<file path="src/rtl/bit_serial_adder.sv">
// Multi-cycle adder/subtractor: DIGIT bits per cycle with ripple carry between digits.
// Valid/ready on both sides, optional accumulate mode, and carry/overflow/zero flags.
module bit_serial_adder #(
  parameter int WIDTH = 8,
  parameter int DIGIT = 2
) (
  input  logic             clk,
  input  logic             rst,
  input  logic             in_valid,
  output logic             in_ready,
  input  logic [WIDTH-1:0] a,
  input  logic [WIDTH-1:0] b,
  input  logic             sub,
  input  logic             acc,
  output logic             out_valid,
  input  logic             out_ready,
  output logic [WIDTH-1:0] sum,
  output logic             cout,
  output logic             ovf,
  output logic             zero
);

  localparam int N     = WIDTH / DIGIT;
  localparam int CNT_W = (N > 1) ? $clog2(N) : 1;
  localparam int SR_W  = (WIDTH > DIGIT) ? WIDTH - DIGIT : 1;
  localparam logic [CNT_W-1:0] LAST = CNT_W'(N - 1);

  typedef enum logic [1:0] {IDLE, RUN, DONE} state_t;

  state_t           state;
  logic [WIDTH-1:0] op_a, op_b, acc_q, b_eff;
  logic [SR_W-1:0]  res_sr, sr_next;
  logic [WIDTH-1:0] res_next;
  logic [DIGIT:0]   dsum;
  logic [CNT_W-1:0] cnt;
  logic             carry, a_msb, b_msb;

  function automatic logic add_ovf(input logic a_s, input logic b_s, input logic r_s);
    return (a_s == b_s) && (r_s != a_s);
  endfunction

  assign in_ready  = (state == IDLE);
  assign out_valid = (state == DONE);
  assign b_eff     = (acc ? acc_q : b) ^ {WIDTH{sub}};
  assign dsum      = {1'b0, op_a[DIGIT-1:0]} + {1'b0, op_b[DIGIT-1:0]} + (DIGIT+1)'(carry);

  // The partial result keeps only the upper WIDTH-DIGIT bits; the newest digit lands on top.
  generate
    if (DIGIT < WIDTH) begin : g_multi
      assign res_next = {dsum[DIGIT-1:0], res_sr};
      assign sr_next  = res_next[WIDTH-1:DIGIT];
    end else begin : g_single
      assign res_next = dsum[DIGIT-1:0];
      assign sr_next  = res_sr;
    end
  endgenerate

  always_ff @(posedge clk or posedge rst) begin
    if (rst) begin
      state  <= IDLE;
      op_a   <= '0;
      op_b   <= '0;
      res_sr <= '0;
      acc_q  <= '0;
      cnt    <= '0;
      carry  <= 1'b0;
      a_msb  <= 1'b0;
      b_msb  <= 1'b0;
      sum    <= '0;
      cout   <= 1'b0;
      ovf    <= 1'b0;
      zero   <= 1'b0;
    end else begin
      case (state)
        IDLE: begin
          if (in_valid) begin
            op_a  <= a;
            op_b  <= b_eff;
            carry <= sub;
            cnt   <= '0;
            a_msb <= a[WIDTH-1];
            b_msb <= b_eff[WIDTH-1];
            state <= RUN;
          end
        end
        RUN: begin
          op_a   <= op_a >> DIGIT;
          op_b   <= op_b >> DIGIT;
          carry  <= dsum[DIGIT];
          res_sr <= sr_next;
          cnt    <= cnt + 1'b1;
          if (cnt == LAST) begin
            state <= DONE;
            sum   <= res_next;
            cout  <= dsum[DIGIT];
            ovf   <= add_ovf(a_msb, b_msb, res_next[WIDTH-1]);
            zero  <= (res_next == '0);
            acc_q <= res_next;
          end
        end
        DONE: begin
          if (out_ready) state <= IDLE;
        end
        default: state <= IDLE;
      endcase
    end
  end

endmodule
</file>
<file path="config.mk">
export PLATFORM = sky130hd
export DESIGN_NAME = bit_serial_adder
export DESIGN_NICKNAME = d
export VERILOG_FILES = /design/src/rtl/bit_serial_adder.sv
export SDC_FILE = /design/constraint.sdc
export NUM_CORES = 1
export LEC_CHECK = 0
export ABC_AREA = 0
export BUFFER_PORTS_ARGS = -buffer_cell sky130_fd_sc_hd__buf_2
export CORE_MARGIN = 1.5
export CORE_UTILIZATION = 55
export CTS_BUF_LIST = sky130_fd_sc_hd__clkbuf_16
export DETAILED_ROUTE_END_ITERATION = 8
export PLACE_DENSITY = 0.75
export SYNTH_ARGS = -nofsm -noshare
export SYNTH_HDL_FRONTEND = slang
export SYNTH_SLANG_ARGS = --single-unit
</file>
<file path="constraint.sdc">
create_clock -name clk -period 2.3 [get_ports clk]
set_clock_uncertainty 0.1 [all_clocks]
set_input_delay 0.23 -clock clk [delete_from_list [all_inputs] [get_ports clk]]
set_output_delay 0.23 -clock clk [all_outputs]
set_load 0.03 [all_outputs]
</file>
======== After elaboration in Yosys (flattened, before gate mapping) ========
Cells that the tools add are included.
storage, ports and cells
  register bits ........................... 40
  bits in read-only memories .............. 0
  output and inout bits ................... 13
  input port bits ......................... 22
  memories ................................ 0
  RAM bits ................................ 0
  bits in latches ......................... 0
  logic and storage cells ................. 45
operators by class
  reduce and logical (&&, ||, !) cells .... 8
  $lt $le $gt $ge ......................... 0
  eq/ne operators ......................... 8
  bitwise logic cells ..................... 1
  shift-type cells ........................ 0
  muxes and demuxes ....................... 13
  div/mod/pow operators ................... 0
  $mul .................................... 0
  add/sub/neg operators ................... 3
operators with widths
  cell                 number
  $pmux 8 s2           2
  $mux 8               3
  $logic_not 8->1      1
  $mux 2               4
  $xor 8x8->8          1
  $pmux 2 s3           1
  $reduce_and 2->1     3
  $eq 2x2->1 const B   2
  $ne 2x2->1 const B   2
  $pmux 2 s2           1
  $add 2x2->3          1
  $add 3x1->3          1
  $reduce_and 3->1     1
  $add 2x1->2 const B  1
  $eq 2x1->1 const B   1
  $logic_not 2->1      1
  $ne 2x1->1 const B   1
  $pmux 1 s2           1
  $reduce_bool 2->1    1
  $eq 1x1->1           1
  $logic_and 1x1->1    1
  $mux 1               1
  $ne 1x1->1           1

======== Logic depth before layout (Yosys ltp) ========
Gate-level depths: netlist of the first run.
  word-level depth ........................ 4
  mapped depth ............................ 6
  gate-level depth less buffers ........... 6

======== Least setup slack after synthesis of the first run ========
No wires, ideal clock.
  path type ............................... register to register
  start ................................... register op_a[0]
  end ..................................... register ovf
  path buffers ............................ 0
  stages on the path, launching flop included .. 7
  setup slack ............................. 455 ps
  library setup time ...................... 127 ps
  clock period less this slack ............ 1845 ps
  arrival time ............................ 1618 ps
  data required time ...................... 2073 ps
  path through ............................ dfrtp_1 -> inv_1 -> fa_1 -> fa_1 -> and3_1 -> nor2_1 -> o21ai_0
between the ends
  longest elaborated chain between the ends .. 4
ends and longest elaborated chain
  what                      line  source
  start: declaration        31    logic [WIDTH-1:0] op_a, op_b, acc_q, b_eff;
  start signal: assignment  87    op_a <= op_a >> DIGIT;
  $add 2x2->3               45    assign dsum = {1'b0, op_a[DIGIT-1:0]} + {1'b0, op_b[DIGIT-1:0]} + (DIGIT+1)'(carry);
  $add 3x1->3               45
  $ne 1x1->1                39    return (a_s == b_s) && (r_s != a_s);
  $logic_and 1x1->1         39
  end signal: assignment    96    ovf <= add_ovf(a_msb, b_msb, res_next[WIDTH-1]);
  end: declaration          19    output logic ovf,
Every way passes these cells.
A chain may end at the register's enable or synchronous reset.

======== Worst setup path in the final report of the first run ========
Same ends and word-level chain as after synthesis.

==> results_dict.tcl, run 1 <==
set metrics [dict create \
    clockRootBuffer "clkbuf_16" \
    cp-startpoint "op_a[0]" \
    yosysSeqAreaShare_pct 52.02 \
    grt_pass1_vias 1449 \
    grt_max_degree 41 \
    synth_top_area_share_pct 52.02 \
    busiest_layer "met2" \
    core-area_mm2 0.003337 \
    slowest_stage "fa_1" \
    vias 1429 \
    wl_per_cell_um 14.81 \
    critPathArrivalTime_ns 1.99 \
    crit_chain "inv_1, fa_1, fa_1, and3_1, nor2_1, o21ai_0" \
    grtUsageMet2_pct 37.09 \
    preCtsSetupSlack_ns 0.3717 \
    regArea_mm2 0.001001 \
    synthFlopType "dfrtp_1" \
    power.leakage_nw 1.167 \
    tightest_slew_ns 0.6882 \
    die_area_mm2 0.003863 \
    grt_overflow 0 \
    layout_setup_ws_ns 0.3615 \
    yosysTopAreaCell "dfrtp_1" \
    drv_slew 0 \
    clk_path_buf_depth 2 \
    dieWidth_um 62.15 \
    syn_nets 212 \
    die_y_um 62.15 \
    timing.rr.start "op_a[0]" \
    nFillCells 268 \
    synthCells 187 \
    synth_commonest_cells "dfrtp_1, nand2_1, a31oi_1, nor2_1, o21ai_0" \
    cp_top_family "adder cells" \
    rows 21 \
    cp.required_ns 2.36 \
    finalHoldViolations 0 \
    io_buffers 34 \
    layout_min_cycle_time_ns 1.938 \
    cp.depth 6 \
    gp_congestion 0.7319 \
    path_clk_slew_ns 0.06 \
    finalSetupViolations 0 \
    clock_latency_ns 0.28 \
    dr.pass1.iters 4 \
    setup_tns_ns 0 \
    end_kind "register" \
    clock_sinks 40 \
    relSlewSlack_pct 54.12 \
    drt-total-wl_um 3983 \
    ys_ff_latch 40 \
    hp-class "input pin to register" \
    min_from "out_ready" \
    gr-usage-met1_pct 30.77 \
    syn_area_per_cell_um2 10.29 \
    critPathMaxStageDelay_ns 0.50 \
    synthArstFlopShare_pct 100.0 \
    crit_path_start_kind "register" \
    cts_tree "built" \
    r2r_cells 6 \
    first_iter_violations 52 \
    hold_depth 2 \
    drc 0 \
    cts_buffers 5 \
    p_per_area_mw_per_mm2 1535 \
    outcome "finished clean" \
    rsz0062_at_grt "no" \
    holdBufCountCts 1 \
    multi_input_area_um2 818.3 \
    irDropWorstVdd_v 0.0007041 \
    fin_crit_sh_pct 84.28 \
    synth_cell_types 34 \
    drive_above_1_share_pct 25.11 \
    start_util_pct 57.67 \
    dp_hpwl_um 2730 \
    htreeDepth 2 \
    cp_common_cell "fa_1" \
    antenna_found_initial 0 \
    syn_area_mm2 0.001924 \
    io_pins 35 \
    ff2ff_setup_slack_ns 0.36 \
    viasPerCell 5.312 \
    cts.repair.resized 0 \
    fmax_ghz 0.5159 \
    synth_edf_count 0 \
    grt_pass1_wl_um 6982 \
    gr-usage-met3_pct 5.978 \
    layout.nets 247 \
    track_usage_pct 23.20 \
    worstSetupPathType "register to register" \
    ys_warn_count 0 \
    synthToLayoutAreaGrowth_pct 18.73 \
    cap_violations 0 \
    path_buf_inv 1 \
    cts_setup_buffers 0 \
    synth_area_leaders "dfrtp_1, nand2_1, mux2i_1" \
    cp_max_fo 5 \
    antenna_cells 0 \
    ant_nets 0 \
]
-- sequential cells by signal, indices dropped and copies added, names as in the netlist --
signal	count
cnt	2
op_a	8
acc_q	8
ovf	1
op_b	8
zero	1
cout	1
b_msb	1
state	2
res_sr	6
carry	1
a_msb	1
-- final timing paths --
| kind | end |
|---|---|
| worst max-delay path | ovf |
| worst min-delay path | state[1] |
| worst max register to register | ovf |
| worst min register to register | cout |
| max in group asynchronous | cnt[1] |
| min in group asynchronous | acc_q[4] |
-- cells by family after synthesis --
kind of cell    count (synthesis)  share of synthesized area (%)
simple gates                   67                          17.04
flops                          40                          52.02
compound gates                 36                          11.44
buf+inv                        19                          5.462
mux                            14                          7.672
xor+xnor                        8                          3.641
fa+ha+maj                       3                          2.731
-- routing by layer --
metal	part of all wire (%)	wire, µm	vias to the layer above
li1	-	-	708
met1	46	1822	682
met2	49	1959	35
met3	3.9	157	4
met4	1.1	44	0
met5	0	0	-
-- layout make-up --
type / instances / share of cell area, %
repair buffers: 40 / 9.529
clock buffers: 5 / 5.476
inverters: 7 / 1.150
well taps: 46 / 2.519
clock inverters: 3 / 1.698
flip-flops and latches: 40 / 43.81
multi-input cells: 128 / 35.82
-- cells in the final DEF (no fill, tap or decap), types with 2 or more instances in the layout --
master	n
xor2_1	8
o21ai_1	8
o21ai_0	9
a22oi_1	2
nand2_1	40
mux2_2	6
mux2i_1	8
nand3_1	2
fa_1	2
buf_2	34
buf_4	5
dfrtp_1	40
a31oi_1	11
inv_1	8
nor2_1	11
and3b_1	4
clkbuf_16	5
o21ai_2	2
-- worst reg2reg max path, delay by kind of cell, from the launching register on --
family	cells	cell delay [ns]
adder cells (fa/ha/maj)	2	0.94
AO/OA/AOI/OAI	1	0.07
buffers and inverters	1	0.06
AND/OR/NAND/NOR	2	0.30
flip-flops	1	0.35
-- power breakdown --
part / switching, mW / internal [mW] / total, mW
Clock: 0.255 / 0.505 / 0.760
Combinational: 0.937 / 0.559 / 1.50
Sequential: 0.217 / 1.04 / 1.25
-- metrics by stage --
| stage | hold slack (ns) | power (mW) | cell area [µm²] | std cells | utilization [%] |
|---|---|---|---|---|---|
| 6_report | 0.01888 | 3.508 | 2285 | 269 | 68.47 |
| 5_1_grt | 0.02525 | 3.778 | 2285 | 269 | 68.47 |
| 4_1_cts | 0.01681 | 3.531 | 2285 | 269 | 68.47 |
| 3_5_place_dp | 0.2763 | 2.752 | 2111 | 260 | 63.25 |
| 3_3_place_gp | 0.2630 | 2.691 | 2111 | 260 | 63.25 |
| 2_1_floorplan | 0.2163 | 2.385 | 1924 | 187 | - |
(Power assumes the default switching activity.)
==> run 2, diff against run 1 <==
clock period = 1.9 ns   (was 2.3 ns; I/O delays follow)
==> run 2 against run 1 <==
Compared with the run above:
- power up 22%
- clock power up 2.9%
- cell count up 2.2%
- maximum frequency up 3.8%
- cell area up 1.2%
- via count up 5.3%
- first-iteration DRC count up 12%
- critical path depth unchanged
- core utilization up 0.79 points
- sequential share of layout area down 0.50 points
- global-route usage up 0.59 points
- setup slack worse by 0.33 ns
==> results_dict.tcl, run 2 (synthesis gave the netlist of run 1 again) <==
set metrics [dict create \
    ant_nets 0 \
    dieWidth_um 62.15 \
    tightest_slew_ns 0.6012 \
    preCtsSetupSlack_ns -0.05117 \
    cp_top_family "adder cells" \
    fin_cells 275 \
    gp_congestion 0.8372 \
    grt_max_degree 41 \
    slowest_stage "fa_1" \
    synthToLayoutAreaGrowth_pct 20.09 \
    worstSetupPathType "register to register" \
    grt_overflow 0 \
    finalHoldViolations 0 \
    fin_area_mm2 0.002311 \
    cts_buffers 5 \
    clock_sinks 40 \
    clockRootBuffer "clkbuf_16" \
    end_kind "register" \
    die_area_mm2 0.003863 \
    first_iter_violations 58 \
    dp_hpwl_um 2874 \
    rsz0062_at_grt "yes" \
    dpl_cell_area_mm2 0.002141 \
    top_regs "acc_q x8, op_a x8, op_b x8" \
    path_clk_slew_ns 0.05 \
    critPathMaxStageDelay_ns 0.49 \
    clock_latency_ns 0.28 \
    grt_pass1_vias 1524 \
    crit_chain "inv_2, fa_2, fa_1, and3_1, nor2_1, o21ai_1" \
    layout_min_cycle_time_ns 1.868 \
    cap_violations 0 \
    drv_slew 0 \
    drc 0 \
    finalSetupViolations 0 \
    path_buf_inv 1 \
    drive_above_1_share_pct 27.07 \
    start_util_pct 57.67 \
    cp_max_fo 3 \
    irDropWorstVdd_v 0.0008372 \
    die_y_um 62.15 \
    antenna_found_initial 0 \
    vias 1505 \
    final_util_pct 69.25 \
    drt-total-wl_um 4122 \
    cp.required_ns 1.96 \
    rows 21 \
    p_per_area_mw_per_mm2 1847 \
    antenna_cells 0 \
    layout.nets 253 \
    final_cell_mix "nand2_1, dfrtp_1, buf_2" \
    critPathArrivalTime_ns 1.93 \
    cts_tree "built" \
    htreeDepth 2 \
    io_buffers 34 \
    fin_crit_sh_pct 98.31 \
    power.leakage_nw 1.184 \
    core-area_mm2 0.003337 \
    outcome "finished clean" \
    hp-class "input pin to register" \
    dr.pass1.iters 4 \
    setup_tns_ns 0 \
    io_pins 35 \
    track_usage_pct 23.79 \
    crit_path_start_kind "register" \
    clk_path_buf_depth 2 \
    fmax_ghz 0.5353 \
    wl_per_cell_um 14.99 \
    post-place-cells 264 \
    viasPerCell 5.473 \
    layout_setup_ws_ns 0.03204 \
    grt_pass1_wl_um 7120 \
    relSlewSlack_pct 59.83 \
]
## run 2: worst reg2reg max path: cells and delay by family (launching register included)
kind | cells | cell delay, ns
fa+ha+maj | 2 | 0.88
flops | 1 | 0.37
compound gates | 1 | 0.07
simple gates | 2 | 0.29
buf+inv | 1 | 0.05
## run 2: what timing repair did
action	in CTS	in global routing
gates resized for setup	3	2
endpoints found under the hold margin	41	0
hold buffers	2	0
buffers inserted	0	1
pin swaps	2	5
setup endpoints to repair	2	2
## run 2: per-stage QoR
stage	hold WS (ns)	total power, mW
finish	0.03834	4.268
global route	0.04441	4.578
CTS	0.03095	4.270
detailed placement	0.2413	3.455
global placement	0.2258	3.359
floorplan	0.1763	2.887
## run 2: routing by layer
layer / vias to the layer above / GRT usage [%] / part of all wire [%]
li1: 713 / - / -
met1: 740 / 29.55 / 44
met2: 42 / 39.81 / 49
met3: 10 / 5.616 / 4.5
met4: 0 / 10.56 / 2.3
met5: - / 0 / 0
## run 2: path summary, 6_finish.rpt
kind                       startpoint       end  slack, ns  cells after the start
min                              a[7]     a_msb       0.04                      3
max reg2reg                     carry       ovf       0.03                      6
max                             carry       ovf       0.03                      6
max in group asynchronous         rst   op_a[6]       0.88                      4
min reg2reg                   op_b[7]   op_b[7]       0.39                      2
min in group asynchronous         rst  acc_q[2]       0.47                      4
## run 2: cell type report
cell class	count	area, µm²
Clock buffer	5	125.1
Multi-Input combinational cell	128	824.5
Fill cell	261	1026
Clock inverter	3	11.26
Inverter	7	26.28
Tap cell	46	57.56
Timing Repair Buffer	46	265.3
Sequential cell	40	1001
## run 2: where the power goes
group,total [mW],internal [mW],switching (mW)
clock network,0.782,0.472,0.310
logic,1.97,0.786,1.19
registers,1.51,1.25,0.260
